### src/rtl/fpcvt_serial_loader_if.sv
// rtl/fpcvt_serial_loader_if.sv - serial-in / parallel-out handshake bundle for fpcvt_serial_loader
interface fpcvt_serial_loader_if;
    logic        sin;
    logic        bit_stb;
    logic        d_ready;
    logic [11:0] d;
    logic        d_valid;
    logic        busy;
    logic        err;

    modport master (
        output sin,
        output bit_stb,
        output d_ready,
        input  d,
        input  d_valid,
        input  busy,
        input  err
    );

    modport slave (
        input  sin,
        input  bit_stb,
        input  d_ready,
        output d,
        output d_valid,
        output busy,
        output err
    );
endinterface

### src/rtl/fpcvt_serial_loader.sv
// rtl/fpcvt_serial_loader.sv - strobed MSB-first serial loader for the FPCVT D word (optional FPCVT_PARITY_EN)
module fpcvt_serial_loader #(
    parameter int TIMEOUT_CYC = 64
) (
    input  logic                  clk,
    input  logic                  rst,
    fpcvt_serial_loader_if.slave  bus
);

`ifdef FPCVT_PARITY_EN
    localparam int N = 13;
`else
    localparam int N = 12;
`endif

    localparam logic [3:0]  LAST_BIT  = 4'(N - 1);
    localparam logic [15:0] IDLE_LAST = 16'(TIMEOUT_CYC - 1);

    typedef enum logic [1:0] {
        IDLE  = 2'd0,
        SHIFT = 2'd1,
        HOLD  = 2'd2
    } state_t;

    state_t        state;
    logic [N-2:0]  shift_q;
    logic [3:0]    bit_cnt;
    logic [15:0]   idle_cnt;
    logic [11:0]   d_q;
    logic          d_valid_q;
    logic          busy_q;
    logic          err_q;
    logic [N-1:0]  frame_next;
    logic          frame_ok;

    // The frame as it would look after shifting in the current bit.
    always_comb begin
        frame_next = {shift_q, bus.sin};
`ifdef FPCVT_PARITY_EN
        frame_ok   = ~(^frame_next);
`else
        frame_ok   = 1'b1;
`endif
    end

    // Frame state machine; every output is a register updated here.
    always_ff @(posedge clk or posedge rst) begin
        if (rst) begin
            state     <= IDLE;
            shift_q   <= '0;
            bit_cnt   <= '0;
            idle_cnt  <= '0;
            d_q       <= '0;
            d_valid_q <= 1'b0;
            busy_q    <= 1'b0;
            err_q     <= 1'b0;
        end else begin
            err_q <= 1'b0;
            case (state)
                IDLE: begin
                    if (bus.bit_stb) begin
                        shift_q  <= {{(N-2){1'b0}}, bus.sin};
                        bit_cnt  <= 4'd1;
                        idle_cnt <= '0;
                        state    <= SHIFT;
                        busy_q   <= 1'b1;
                    end
                end
                SHIFT: begin
                    if (bus.bit_stb) begin
                        idle_cnt <= '0;
                        if (bit_cnt == LAST_BIT) begin
                            // Final bit: leave SHIFT either way, publish only a good frame.
                            shift_q <= '0;
                            bit_cnt <= '0;
                            busy_q  <= 1'b0;
                            if (frame_ok) begin
`ifdef FPCVT_PARITY_EN
                                d_q   <= frame_next[N-1:1];
`else
                                d_q   <= frame_next;
`endif
                                d_valid_q <= 1'b1;
                                state     <= HOLD;
                            end else begin
                                err_q <= 1'b1;
                                state <= IDLE;
                            end
                        end else begin
                            shift_q <= frame_next[N-2:0];
                            bit_cnt <= bit_cnt + 4'd1;
                        end
                    end else if (idle_cnt == IDLE_LAST) begin
                        // Stalled too long: drop the partial frame, keep d.
                        err_q    <= 1'b1;
                        shift_q  <= '0;
                        bit_cnt  <= '0;
                        idle_cnt <= '0;
                        busy_q   <= 1'b0;
                        state    <= IDLE;
                    end else begin
                        idle_cnt <= idle_cnt + 16'd1;
                    end
                end
                HOLD: begin
                    // A strobe here is an overrun; the bit is thrown away.
                    if (bus.bit_stb) begin
                        err_q <= 1'b1;
                    end
                    if (d_valid_q && bus.d_ready) begin
                        d_valid_q <= 1'b0;
                        state     <= IDLE;
                    end
                end
                default: begin
                    state  <= IDLE;
                    busy_q <= 1'b0;
                end
            endcase
        end
    end

    assign bus.d       = d_q;
    assign bus.d_valid = d_valid_q;
    assign bus.busy    = busy_q;
    assign bus.err     = err_q;

endmodule
### src/flat_wrapper.sv
// flat-port wrapper written by rule: the top's interface ports become plain ports
module fpcvt_serial_loader_flat 
#(
    parameter int TIMEOUT_CYC = 64
)
  (clk, rst, bus_sin, bus_bit_stb, bus_d_ready, bus_d, bus_d_valid, bus_busy, bus_err);
  fpcvt_serial_loader_if bus_i ();
  input  logic clk;
  input  logic rst;
  input wire logic [$bits(bus_i.sin)-1:0] bus_sin;
  input wire logic [$bits(bus_i.bit_stb)-1:0] bus_bit_stb;
  input wire logic [$bits(bus_i.d_ready)-1:0] bus_d_ready;
  output wire logic [$bits(bus_i.d)-1:0] bus_d;
  output wire logic [$bits(bus_i.d_valid)-1:0] bus_d_valid;
  output wire logic [$bits(bus_i.busy)-1:0] bus_busy;
  output wire logic [$bits(bus_i.err)-1:0] bus_err;
  assign bus_i.sin = bus_sin;
  assign bus_i.bit_stb = bus_bit_stb;
  assign bus_i.d_ready = bus_d_ready;
  assign bus_d = bus_i.d;
  assign bus_d_valid = bus_i.d_valid;
  assign bus_busy = bus_i.busy;
  assign bus_err = bus_i.err;
  fpcvt_serial_loader #(.TIMEOUT_CYC(TIMEOUT_CYC)) u_core (.clk(clk), .rst(rst), .bus(bus_i));
endmodule
### config.mk
export PLATFORM = sky130hd
export DESIGN_NAME = fpcvt_serial_loader_flat
export DESIGN_NICKNAME = d
export VERILOG_FILES = /design/src/rtl/fpcvt_serial_loader_if.sv /design/src/rtl/fpcvt_serial_loader.sv /design/src/flat_wrapper.sv
export SDC_FILE = /design/constraint.sdc
export NUM_CORES = 1
export LEC_CHECK = 0
export ABC_AREA = 1
export BUFFER_PORTS_ARGS = -buffer_cell sky130_fd_sc_hd__buf_2
export CAP_MARGIN = 10
export CORE_MARGIN = 2
export CORE_UTILIZATION = 55
export DETAILED_ROUTE_END_ITERATION = 12
export PLACE_DENSITY = 0.74
export SYNTH_ARGS = -nofsm -noshare
export SYNTH_HDL_FRONTEND = slang
export SYNTH_SLANG_ARGS = --single-unit
### constraint.sdc
create_clock -name clk -period 1.93 [get_ports clk]
set_clock_uncertainty 0.15 [all_clocks]
set_input_delay 0.386 -clock clk [delete_from_list [all_inputs] [get_ports clk]]
set_output_delay 0.386 -clock clk [all_outputs]
set_load 0.01 [all_outputs]
==> summary.txt <==
Outcome
  – Status: finished clean

STA
  – Slew of the pin with the lowest slew margin: 0.428 ns
  – Fin crit share: 93.5%
  – TNS Setup: 0 ns
  – Achievable Freq: 0.554 GHz
  – Slew Limit Fails: 0
  – Hold WS: 0.236 ns
  – Slew headroom: 71.3%
  – Tmin final: 1.80 ns
  – Final Setup Violations: 0
  – Hold Violations, Final: 0

Setup path
  – Slowest CP cell: dfrtp_1
  – Crit path kind: flip-flop to flip-flop
  – Largest stage delay, worst path: 0.38 ns
  – Crit path required time: 1.96 ns
  – Worst path arrival time: 1.84 ns
  – Crit path buffers/inverters: 1
  – CP most frequent cell: nand2_4
  – CP top delay family: simple AND/OR/NAND/NOR gates
  – CP Max Fanout: 8
  – Endpoint class of the critical path: flip-flop
  – Cell Chain, Critical Path: ha_2, nand3_1, nor3_4, nand2_2, nand2_4, nand2_4, inv_1, nor2_1
  – CP Launch Type: flip-flop

GRT
  – GRT Overall Usage: 21.2%
  – Number of global-route vias before repair: 1870
  – GRT Max-Usage Layer: met2
  – Met2 Usage GRT: 32.2%
  – Largest net degree at the start of global routing: 49
  – Total gr overflow: 0
  – Global-route wire length before repair: 8340 um
  – Met1 Use GR: 30.3%
  – Initial antenna violation count: 0
  – Grt met3 use: 4.27%

Floorplan
  – Die area: 0.00498 mm^2
  – Std-Cell Rows: 24
  – Initial core utilization: 56.4%
  – Core area: 0.00432 mm^2
  – IO Count: 20
  – Die Y: 70.6 um
  – Chip width: 70.6 um

Synth
  – Yosys cell types: 26
  – Syn_area_per_cell: 8.29 um^2
  – Register area share after synthesis: 49.3%
  – #FFs+latches synth: 48
  – Net Count, Synth: 304
  – Top cell type by total area after synthesis: dfrtp_1
  – Cells after Synth: 294
  – Synth Cell Area: 0.00244 mm^2
  – Yosys warnings: 0
  – Synth top area cells: dfrtp_1 49%, nand2_1 11%, inv_1 6.3%, nor2_1 5.1%, o21ai_0 3.5%
  – Top cell type's share of synthesized area: 49.3%

Clock tree
  – TritonCTS Sinks: 48
  – Clock slew at reported path FFs: 0.09 ns
  – CTS tree: done
  – Clk_lat worst skew: 0.31 ns
  – Root Buffer: clkbuf_8
  – Max clock buf depth: 2
  – H-tree lvl count: 2
  – Cts bufs inserted: 5

Route
  – Residual DRC: 0
  – Total vias in the final route: 1895
  – Drt first pass iters: 4
  – Iteration-0 DRC Markers: 109
  – Antenna-violating nets left: 0
  – Routed length per instance: 12.5 um
  – Routed wire length: 4720 um
  – Vias/cell: 5.03

Flow run
  – Max-Cap Viols: 0

Cells and area
  – Most frequent cells in the layout: 74 x nand2_1, 48 x dfrtp_1, 40 x inv_1, 32 x nor2_1, 19 x buf_2
  – Ant. Diodes: 0
  – Area of the multi-input gates: 0.00105 mm^2
  – Most common cell after layout, fill and taps aside: nand2_1
  – Syn-to-layout area delta: 13.1%
  – Share of cells above drive strength 1: 18.5%
  – Fillcell total: 376
  – Final non-filler cell total: 377
  – Final net count: 334
  – Register area: 0.00120 mm^2

Place
  – Port Buffers: 19
  – Routability cong.: 0.865
  – Post-placement cell count: 364
  – DP Wirelength: 3320 um

Worst hold path
  – Worst min path class: primary input to flip-flop

Power and ir drop
  – Pleak: 1.37 nW
  – PD cells: 1070 mW/mm^2
  – Peak supply drop: 706 uV
## final timing paths
path,start,end,slack (ns),cells past startpoint
max,u_core.idle_cnt[1],u_core.idle_cnt[11],0.13,8
min,bus_sin,u_core.bus.d[0],0.24,3
max reg2reg,u_core.idle_cnt[1],u_core.idle_cnt[11],0.13,8
min reg2reg,u_core.shift_q[0],u_core.shift_q[0],0.33,2
max in group asynchronous,rst,u_core.state[1],0.89,4
min in group asynchronous,rst,u_core.idle_cnt[13],0.50,4
## logic make-up (layout without fill, tap and decap cells)
logic type,count (synthesis),count (layout),synth area share (%)
buffers and inverters,46,77,8.16
and+or+nand+nor,154,154,29.7
adders and majority gates,5,5,2.57
xor gates and xnor gates,8,8,2.87
AOI/OAI and AO/OA,32,32,6.98
DFF,48,48,49.3
muxes,1,1,0.462
## layout make-up
| cell class | instances | share of cell area (%) |
|---|---|---|
| clock inverter | 2 | 1.27 |
| inverter | 41 | 5.58 |
| sequential | 48 | 43.6 |
| timing repair buffer | 28 | 6.58 |
| multi-input combinational | 200 | 38.0 |
| tap | 52 | 2.36 |
| clock buffer | 6 | 2.63 |
## repair_timing
| item | 4_1_cts | 5_1_grt |
|---|---|---|
| endpoints found under the hold margin | 48 | 0 |
| setup buffers | 0 | 4 |
| hold buffers | 1 | 0 |
| gates resized for setup | 0 | 5 |
| setup endpoints to repair | 0 | 25 |
## flip-flops by register name, summed over array words and instances (netlist names)
| register | flops |
|---|---|
| u_core.idle_cnt | 16 |
| u_core.bus.d | 12 |
| u_core.shift_q | 11 |
| u_core.bit_cnt | 4 |
| u_core.state | 2 |
| u_core.bus.busy | 1 |
| u_core.bus.d_valid | 1 |
| u_core.bus.err | 1 |
## stage by stage
stage	cell area (um^2)	setup slack [ns]	power, mW	util (%)
floorplan	2440	0.250	1.94	-
global placement	2600	0.126	2.09	60.0
detailed placement	2600	0.0336	2.11	60.0
CTS	2710	0.0225	2.84	62.8
global route	2760	-0.0103	3.14	63.8
finish	2760	0.125	2.95	63.8
## synth_stat cells
| master | n |
|---|---|
| nand2_1 | 74 |
| dfrtp_1 | 48 |
| inv_1 | 41 |
| nor2_1 | 33 |
| o21ai_0 | 17 |
| nand3_1 | 16 |
| o21ai_1 | 10 |
| nand4_1 | 8 |
| xor2_1 | 8 |
| nand2_2 | 7 |
| ha_1 | 5 |
| nor3_1 | 5 |
| nand2_4 | 3 |
| nor2_4 | 3 |
| a21oi_1 | 2 |
| buf_6 | 2 |
| nor2_2 | 2 |
| o21ai_2 | 2 |
| a21boi_0 | 1 |
| buf_2 | 1 |
| clkbuf_1 | 1 |
| clkbuf_8 | 1 |
| mux2_2 | 1 |
| nand3_2 | 1 |
| nand3_4 | 1 |
| nor3_4 | 1 |
## where the power goes
part	leakage, nW	internal (mW)	switching [mW]	total, mW
Sequential	0.660	1.13	0.0920	1.22
Clock	0.0552	0.385	0.339	0.724
Combinational	0.652	0.353	0.650	1.00
## per-layer routing
metal	wire, um	up-vias
met5	0	-
met4	74	0
met3	106	7
met2	2160	17
met1	2380	889
li1	-	982
## worst min-delay path, cell delays in order
cell and delay [ns]:
buf_2 0.09, inv_1 0.08, o21ai_0 0.09
(Power assumes the default switching activity.)
